<file path="src/rtl/uart_seg_display.sv">
// UART byte capture into a 16-bit nibble buffer, driving a 4-digit multiplexed
// common-anode hex display. Optional ASCII hex entry when UART_SEG_ASCII_HEX_EN is defined.
module uart_seg_display #(
    parameter int REFRESH_DIV  = 100000,
    parameter int BLANK_CYCLES = 16
) (
    input  logic       clkin,
    input  logic       rst_n,
    input  logic       rx_valid,
    input  logic [7:0] rx_byte,
    output logic [3:0] an,
    output logic [6:0] seg,
    output logic       dp,
    output logic [7:0] rx_count
);

    localparam int CW = (REFRESH_DIV > 2) ? $clog2(REFRESH_DIV) : 1;

    logic [15:0]   data_buf_reg, data_buf_next;
    logic [3:0]    vmask_reg, vmask_next;
    logic [1:0]    sel_reg;
    logic [CW-1:0] cnt_reg;
    logic [7:0]    rx_count_reg;
    logic [3:0]    an_reg, an_next;
    logic [6:0]    seg_reg, seg_next;
    logic          dp_reg, dp_next;
    logic          digit_on;
    logic [3:0]    nib;
    logic          wrap;

    function automatic logic [6:0] hex7(input logic [3:0] v);
        logic [6:0] r;
        case (v)
            4'h0: r = 7'b1000000;
            4'h1: r = 7'b1111001;
            4'h2: r = 7'b0100100;
            4'h3: r = 7'b0110000;
            4'h4: r = 7'b0011001;
            4'h5: r = 7'b0010010;
            4'h6: r = 7'b0000010;
            4'h7: r = 7'b1111000;
            4'h8: r = 7'b0000000;
            4'h9: r = 7'b0010000;
            4'hA: r = 7'b0001000;
            4'hB: r = 7'b0000011;
            4'hC: r = 7'b1000110;
            4'hD: r = 7'b0100001;
            4'hE: r = 7'b0000110;
            default: r = 7'b0001110;
        endcase
        return r;
    endfunction

`ifdef UART_SEG_ASCII_HEX_EN
    logic err_reg, err_next;

    // Returns {is_hex, nibble} for an ASCII character.
    function automatic logic [4:0] ascii_nib(input logic [7:0] c);
        logic [4:0] r;
        r = 5'b0_0000;
        if (c >= 8'h30 && c <= 8'h39)      r = {1'b1, c[3:0]};
        else if ((c >= 8'h41 && c <= 8'h46) || (c >= 8'h61 && c <= 8'h66))
            r = {1'b1, c[3:0] + 4'd9};
        return r;
    endfunction

    logic [4:0] conv;

    always_comb begin
        data_buf_next = data_buf_reg;
        vmask_next    = vmask_reg;
        err_next      = err_reg;
        conv          = ascii_nib(rx_byte);
        if (rx_valid) begin
            if (conv[4]) begin
                data_buf_next = {data_buf_reg[11:0], conv[3:0]};
                vmask_next    = {vmask_reg[2:0], 1'b1};
                err_next      = 1'b0;
            end else if (rx_byte == 8'h0D) begin
                data_buf_next = 16'h0000;
                vmask_next    = 4'b0000;
                err_next      = 1'b0;
            end else begin
                err_next      = 1'b1;
            end
        end
    end

    always_ff @(posedge clkin or negedge rst_n) begin
        if (!rst_n) err_reg <= 1'b0;
        else        err_reg <= err_next;
    end
`else
    always_comb begin
        data_buf_next = data_buf_reg;
        vmask_next    = vmask_reg;
        if (rx_valid) begin
            data_buf_next = {data_buf_reg[7:0], rx_byte};
            vmask_next    = {vmask_reg[1:0], 2'b11};
        end
    end
`endif

    assign wrap = (cnt_reg == CW'(REFRESH_DIV - 1));

    always_comb begin
        case (sel_reg)
            2'd0:    nib = data_buf_reg[3:0];
            2'd1:    nib = data_buf_reg[7:4];
            2'd2:    nib = data_buf_reg[11:8];
            default: nib = data_buf_reg[15:12];
        endcase
        // A digit lights only outside the blanking window and once it holds data.
        digit_on = (cnt_reg >= CW'(BLANK_CYCLES)) && vmask_reg[sel_reg];
        an_next  = digit_on ? ~(4'b0001 << sel_reg) : 4'b1111;
        seg_next = digit_on ? hex7(nib) : 7'h7F;
`ifdef UART_SEG_ASCII_HEX_EN
        dp_next  = an_next[0] | ~err_reg;
`else
        dp_next  = an_next[2];
`endif
    end

    always_ff @(posedge clkin or negedge rst_n) begin
        if (!rst_n) begin
            data_buf_reg <= 16'h0000;
            vmask_reg    <= 4'b0000;
            sel_reg      <= 2'd0;
            cnt_reg      <= '0;
            rx_count_reg <= 8'd0;
            an_reg       <= 4'b1111;
            seg_reg      <= 7'h7F;
            dp_reg       <= 1'b1;
        end else begin
            data_buf_reg <= data_buf_next;
            vmask_reg    <= vmask_next;
            if (rx_valid) rx_count_reg <= rx_count_reg + 8'd1;
            if (wrap) begin
                cnt_reg <= '0;
                sel_reg <= sel_reg + 2'd1;
            end else begin
                cnt_reg <= cnt_reg + CW'(1);
            end
            an_reg  <= an_next;
            seg_reg <= seg_next;
            dp_reg  <= dp_next;
        end
    end

    assign an       = an_reg;
    assign seg      = seg_reg;
    assign dp       = dp_reg;
    assign rx_count = rx_count_reg;

endmodule

</file>
<file path="config.mk">
export PLATFORM = sky130hd
export DESIGN_NAME = uart_seg_display
export DESIGN_NICKNAME = d
export VERILOG_FILES = /design/src/rtl/uart_seg_display.sv
export SDC_FILE = /design/constraint.sdc
export NUM_CORES = 1
export LEC_CHECK = 0
export ABC_AREA = 1
export BUFFER_PORTS_ARGS = -buffer_cell sky130_fd_sc_hd__buf_4
export CAP_MARGIN = 5
export CORE_ASPECT_RATIO = 2
export CORE_MARGIN = 3
export CORE_UTILIZATION = 35
export CTS_BUF_LIST = sky130_fd_sc_hd__clkbuf_8
export CTS_CLUSTER_SIZE = 24
export DETAILED_ROUTE_END_ITERATION = 10
export SETUP_SLACK_MARGIN = 0.02
export SLEW_MARGIN = 15
export SYNTH_ARGS = -nofsm -noshare
export SYNTH_HDL_FRONTEND = slang
export SYNTH_SLANG_ARGS = --single-unit
</file>
<file path="constraint.sdc">
create_clock -name clkin -period 2.1 [get_ports clkin]
set_input_delay 0.525 -clock clkin [delete_from_list [all_inputs] [get_ports clkin]]
set_output_delay 0.525 -clock clkin [all_outputs]
set_load 0.01 [all_outputs]
</file>
==> results of run 1 <==
final timing paths:
path                                   start         endpoint  cells past startpoint
worst max-delay path              sel_reg[0]           seg[3]                     11
worst min-delay path                   rst_n      cnt_reg[10]                      1
worst max register to register    sel_reg[0]           seg[3]                     11
worst min register to register  vmask_reg[1]     vmask_reg[1]                      2
max in group asynchronous              rst_n       sel_reg[1]                      1
min in group clkin                rx_byte[7]  data_buf_reg[7]                      3
power groups by stage:
stage	registers [uW]	clock network [uW]	logic, uW
finish	1300	696	447
global route	1320	771	506
CTS	1300	736	455
detailed placement	1320	0	452
global placement	1320	0	447
floorplan	1340	0	210
per-layer routing:
metal / vias up / part of all wire (%) / global-route usage (%) / wire length, um
li1: 1147 / - / - / -
met1: 1003 / 39 / 13.7 / 2250
met2: 38 / 54 / 23.3 / 3080
met3: 16 / 2.9 / 2.16 / 164
met4: 0 / 3.5 / 7.04 / 202
met5: - / 0 / 0 / 0
cell type report:
cell class	count	area [um^2]	area share [%]
inverter	44	165	4.92
multi-input combinational	248	1310	39.1
clock inverter	3	42.5	1.27
sequential	56	1420	42.2
timing repair buffer	31	233	6.93
tap	96	120	3.58
clock buffer	5	68.8	2.05
synthesized netlist by cell type (all sizes together):
library cell and instances:
nand2 113, dfrtp 45, inv 43, nor2 43, nand3 25, xor2 17, o21ai 16, ha 14
dfstp 11, nand4 5, a21oi 4, nor3 4, clkbuf 3, xnor2 3, buf 2, or2 2
and3 1, clkinv 1, o21bai 1
repair_timing:
item,in CTS,in global routing
gates resized for setup,0,4
endpoints found under the setup margin,0,7
endpoints found under the hold margin,0,0
critical path, stage by stage (launching register included):
cell,delay (ns)
dfrtp_1,0.41
inv_1,0.10
ha_1,0.27
nand2_1,0.09
nand2_1,0.10
o21ai_4,0.21
inv_1,0.12
ha_1,0.23
nand3_1,0.14
nand3_1,0.09
nand2_1,0.08
nand2_1,0.05
cells in the final DEF (no fill, tap or decap), drive strengths merged:
cell type,Yosys,routed
dfstp,11,11
bufinv,0,1
inv,43,43
clkbuf,3,5
nor2,43,43
nand4,5,5
dfrtp,45,45
and3,1,1
a21oi,4,4
o21ai,16,16
clkinvlp,0,1
nand2,113,113
clkinv,1,2
nand3,25,25
o21bai,1,1
or2,2,2
ha,14,14
xnor2,3,3
buf,2,31
xor2,17,17
nor3,4,4
metrics by stage:
step	hold WS, ns	setup WS (ns)	TNS (ns)	util [%]
2_1_floorplan	0.229	0.249	0	-
6_report	0.233	0.139	0	42.0
4_1_cts	0.266	0.0636	0	41.8
5_1_grt	0.299	-0.00862	-0.00862	42.0
3_5_place_dp	0.446	0.0857	0	40.4
3_3_place_gp	0.443	0.156	0	40.4
cells by family after synthesis:
family | Yosys count
and+or+nand+nor | 193
DFF | 56
buffers and inverters | 49
AOI/OAI and AO/OA | 21
xor gates and xnor gates | 20
adders and majority gates | 14
==> run_results.csv, run 1 <==
group,metric,value,unit
floorplanning,start_util,36.3,%
worst_setup_path,arrival,2.20,ns
synthesis,synth_top_area_cell,"dfrtp_1",
cells_and_area,area_growth,15.6,%
worst_setup_path,start_kind,"flop",
timing,finalCritPeriodShare,93.4,%
synthesis,yosys.area_share.adder,6.03,%
timing,tightest_slew,0.682,ns
floorplanning,die_w,70.4,um
timing,maxSlewHeadroom,54.6,%
place,place_inst,475,
clock_network,h-tree-depth,2,
floorplanning,fp.dieArea,9490,um^2
drt,vias,2204,
global_routing,overflow,0,
synthesis,synth_area_leaders,"dfrtp_1 39%, nand2_1 14%, dfstp_2 10%",
power,clkPwrFrac,28.5,%
power,swShare,27.4,%
worst_setup_path,crit_required,2.34,ns
synthesis,synth_top_family_by_area,"simple AND/OR/NAND/NOR gates",
drt,finalWirelength,5.70,mm
synthesis,syn_area,2900,um^2
floorplanning,pin_count,31,
place,port-buffer-count,30,
place,gp_congestion,0.877,
drt,via_per_inst,4.56,
cells_and_area,final_area,3360,um^2
drt,wl_per_cell,11.8,um
synthesis,syn_area_per_cell,8.23,um^2
worst_setup_path,reg2reg_slack,0.14,ns
worst_setup_path,worstPathMaxFanout,6,
synthesis,synthMuxAreaShare,0,%
timing,hold_violations,0,
power,power_density,726,nW/um^2
min_path,hp-class,"primary input to asynchronous set/reset pin",
synthesis,synth_nets,378,
cells_and_area,num-fill-cells,800,
timing,fin_crit,1.96,ns
synthesis,yosys_warnings,0,
power,power_frac_seq,53.1,%
synthesis,yosys.area_share.xor_xnor,6.03,%
floorplanning,fp.coreArea,8000,um^2
clock_network,clock_latency,0.31,ns
power,ir_drop,0.610,mV
synthesis,synth.top_cell.area_share,38.8,%
timing,clock-skew-final,0.0127,ns
cells_and_area,layout-drive-gt1-share,17.1,%
cells_and_area,largest_reg_flops,17,
synthesis,syn_inst,353,
run,maxCapViolCount,0,
timing,fmax,510,MHz
global_routing,grt_pass1_vias,2203,
synthesis,yosysSeqAreaShare,48.7,%
global_routing,grtUsageTotal,12.8,%
drt,firstDrtPassIters,4,
synthesis,synth-seq-cells,56,
cells_and_area,antenna_cells,0,
worst_setup_path,critPathCaptureType,"flop",
worst_setup_path,worstSetupPathType,"flop to flop",
drt,dr.first_iter.drc_count,92,
clock_network,post-cts-setup-buffers,0,
drt,drc_errors,0,
clock_network,cts_tree,"yes",
power,p_int,1770,uW
global_routing,grt_start_max_net_pins,57,
place,dpl_cell_area,3230,um^2
power,total_leakage_power,0.00175,uW
synthesis,synth_simple_gate_area_share,28.5,%
power,total_power,2440,uW
synthesis,synth-compound-area-share,4.22,%
clock_network,clock_sinks,56,
global_routing,grt_pass1_wl,9.74,mm
timing,maxSlewViolCount,0,
global_routing,antenna_found_initial,0,
cells_and_area,fin_nets,411,
clock_network,numCtsBuffers,5,
place,dpl.hpwl,4.29,mm
floorplanning,rows,46,
clock_network,hold_buffers,0,
status,status,"finished, final reports clean",
clock_network,cts_buffer_depth,2,
power,switching_power,668,uW
floorplanning,die-height,135,um
drt,antenna_left,0,
clock_network,clkTransAtPathRegs,0.10,ns
synthesis,synth.distinct_cells,28,
power,pwr-share-comb,18.3,%
clock_network,cts_root_buffer,"clkbuf_8",
timing,setup_viol,0,
cells_and_area,finalNonFillerCells,483,
Power figures use the tool's default switching activity.
==> inputs of run 2 (changes only) <==
--- a/config.mk
+++ b/config.mk
@@ -6,7 +6,7 @@
 export NUM_CORES = 1
 export LEC_CHECK = 0
 export ABC_AREA = 1
-export BUFFER_PORTS_ARGS = -buffer_cell sky130_fd_sc_hd__buf_4
+export BUFFER_PORTS_ARGS = -buffer_cell sky130_fd_sc_hd__buf_2
 export CAP_MARGIN = 5
 export CORE_ASPECT_RATIO = 2
 export CORE_MARGIN = 3
==> constraint.sdc (replaced) <==
create_clock -name clkin -period 2.1 [get_ports clkin]
set_input_delay 0.525 -clock clkin [delete_from_list [all_inputs] [get_ports clkin]]
set_output_delay 0.525 -clock clkin [all_outputs]
set_load 0.02 [all_outputs]
==> run 2 against run 1 <==
- critical path depth up 1
- register-to-register slack about the same
- via count is 3.3% higher
- final cell count rose by 1.4%
- first-iteration DRC count decreased by 18%
- wire length is 3.0% higher
- largest cell class unchanged
- power shrank 3.3%
- clock power shrank 16%
- sequential share of layout area up 0.41 points
- hold slack worse by 0.069 ns
- count of clock-buffer cells in the layout unchanged
- combinational power up 7.6%
==> run_results.csv, run 2 (synthesis gave the netlist of run 1 again) <==
group,metric,value,unit
floorplanning,start_util,36.3,%
cells_and_area,final_area,3320,um^2
power,ir_drop,0.654,mV
drt,finalWirelength,5.87,mm
cells_and_area,layout-drive-gt1-share,18.8,%
clock_network,numCtsBuffers,5,
timing,fmax,510,MHz
cells_and_area,fin_nets,418,
drt,via_per_inst,4.64,
worst_setup_path,timing.rr.start,"sel_reg[0]",
floorplanning,fp.coreArea,8000,um^2
worst_setup_path,worstPathMaxFanout,6,
timing,fin_setup_tns,0,ns
worst_setup_path,crit_required,2.35,ns
drt,wl_per_cell,12.0,um
timing,finalCritPeriodShare,93.4,%
run,maxCapViolCount,0,
cells_and_area,most-common-layout-cells,"108 x nand2_1, 44 x dfrtp_1, 41 x inv_1, 39 x nor2_1, 30 x buf_2",
timing,hold_violations,0,
timing,rsz0062_at_grt,"no",
clock_network,cts_tree,"yes",
power,total_leakage_power,0.00176,uW
floorplanning,fp.dieArea,9490,um^2
drt,vias,2276,
drt,drc_errors,0,
cells_and_area,largest_reg_flops,17,
status,status,"finished, final reports clean",
worst_setup_path,critPathCaptureType,"flop",
worst_setup_path,worstSetupPathType,"flop to flop",
clock_network,hold_buffers,0,
global_routing,grt_pass1_wl,10.0,mm
place,port-buffer-count,30,
timing,clock-skew-final,0.0165,ns
timing,hold_ws,0.164,ns
cells_and_area,area_growth,14.5,%
floorplanning,die_w,70.4,um
floorplanning,rows,46,
drt,antenna_left,0,
power,power_density,709,nW/um^2
place,gp_congestion,0.888,
timing,maxSlewViolCount,0,
floorplanning,pin_count,31,
min_path,hp-class,"primary input to asynchronous set/reset pin",
timing,maxSlewHeadroom,64.9,%
floorplanning,die-height,135,um
worst_setup_path,reg2reg_slack,0.14,ns
global_routing,overflow,0,
clock_network,clock_latency,0.32,ns
global_routing,grtUsageTotal,13.1,%
clock_network,cts_root_buffer,"clkbuf_8",
global_routing,grt_pass1_vias,2235,
power,total_power,2360,uW
place,dpl_cell_area,3190,um^2
worst_setup_path,r2r-end,"seg[3]",
worst_setup_path,arrival,2.21,ns
clock_network,h-tree-depth,2,
timing,fin_crit,1.96,ns
clock_network,cts_buffer_depth,2,
cells_and_area,layout_commonest_cell,"nand2_1",
drt,firstDrtPassIters,4,
place,dpl.hpwl,4.56,mm
global_routing,grt_start_max_net_pins,35,
clock_network,clock_sinks,56,
worst_setup_path,start_kind,"flop",
timing,setup_viol,0,
drt,dr.first_iter.drc_count,75,
global_routing,antenna_found_initial,0,
cells_and_area,antenna_cells,0,
timing,tightest_slew,0.527,ns
worst_setup_path,r2r_cells,12,
clock_network,clkTransAtPathRegs,0.11,ns
[run 2: metal layers]
layer	routed length [um]	share of wire (%)	track usage [%]	vias to the layer above
li1	-	-	-	1159
met1	2300	39	14.1	1056
met2	3160	54	23.2	42
met3	203	3.5	2.53	19
met4	211	3.6	8.10	0
met5	0	0	0	-
[run 2: timing repair]
action                                  in CTS  in global routing
gates resized for setup                      0                  5
endpoints found under the hold margin        0                  0
endpoints found under the setup margin       0                  5
setup buffers                                0                  4
[run 2: layout make-up]
class,instances,area (um^2)
Multi-Input combinational cell,248,1310
Timing Repair Buffer,38,223
Clock buffer,5,68.8
Inverter,44,165
Clock inverter,3,18.8
Tap cell,96,120
Sequential cell,56,1420
Fill cell,847,4680
[run 2: report_power, final]
part | total, uW | switching [uW] | internal [uW]
clock | 582 | 349 | 233
combinational | 481 | 301 | 180
sequential | 1300 | 90.3 | 1200
total | 2360 | 740 | 1620
[run 2: critical path, stage by stage, from the launching register on]
cell,delay (ns)
dfrtp_1,0.43
inv_1,0.14
ha_2,0.26
nand2_1,0.08
nand2_1,0.12
o21ai_4,0.09
buf_4,0.14
ha_1,0.30
inv_1,0.08
nand3_1,0.07
nand3_1,0.08
nand2_1,0.06
nand2_1,0.06
[run 2: worst max-delay path by stage]
stage	from	endpoint	slack [ns]	cells past startpoint
after floorplan	sel_reg[1]	seg[3]	0.25	10
after global placement	sel_reg[1]	seg[3]	0.18	10
after detailed placement	sel_reg[1]	seg[3]	0.09	10
after CTS	sel_reg[1]	seg[3]	0.06	10
after global routing	sel_reg[0]	seg[3]	0.0002	11
final	sel_reg[0]	seg[3]	0.14	12
[run 2: through the flow]
stage / setup WS, ns / util, % / instances
final: 0.138 / 41.6 / 490
after global routing: 0.000166 / 41.6 / 490
after CTS: 0.0646 / 41.0 / 486
after detailed placement: 0.0891 / 39.9 / 478
after global placement: 0.177 / 39.9 / 478
after floorplan: 0.249 / - / 353
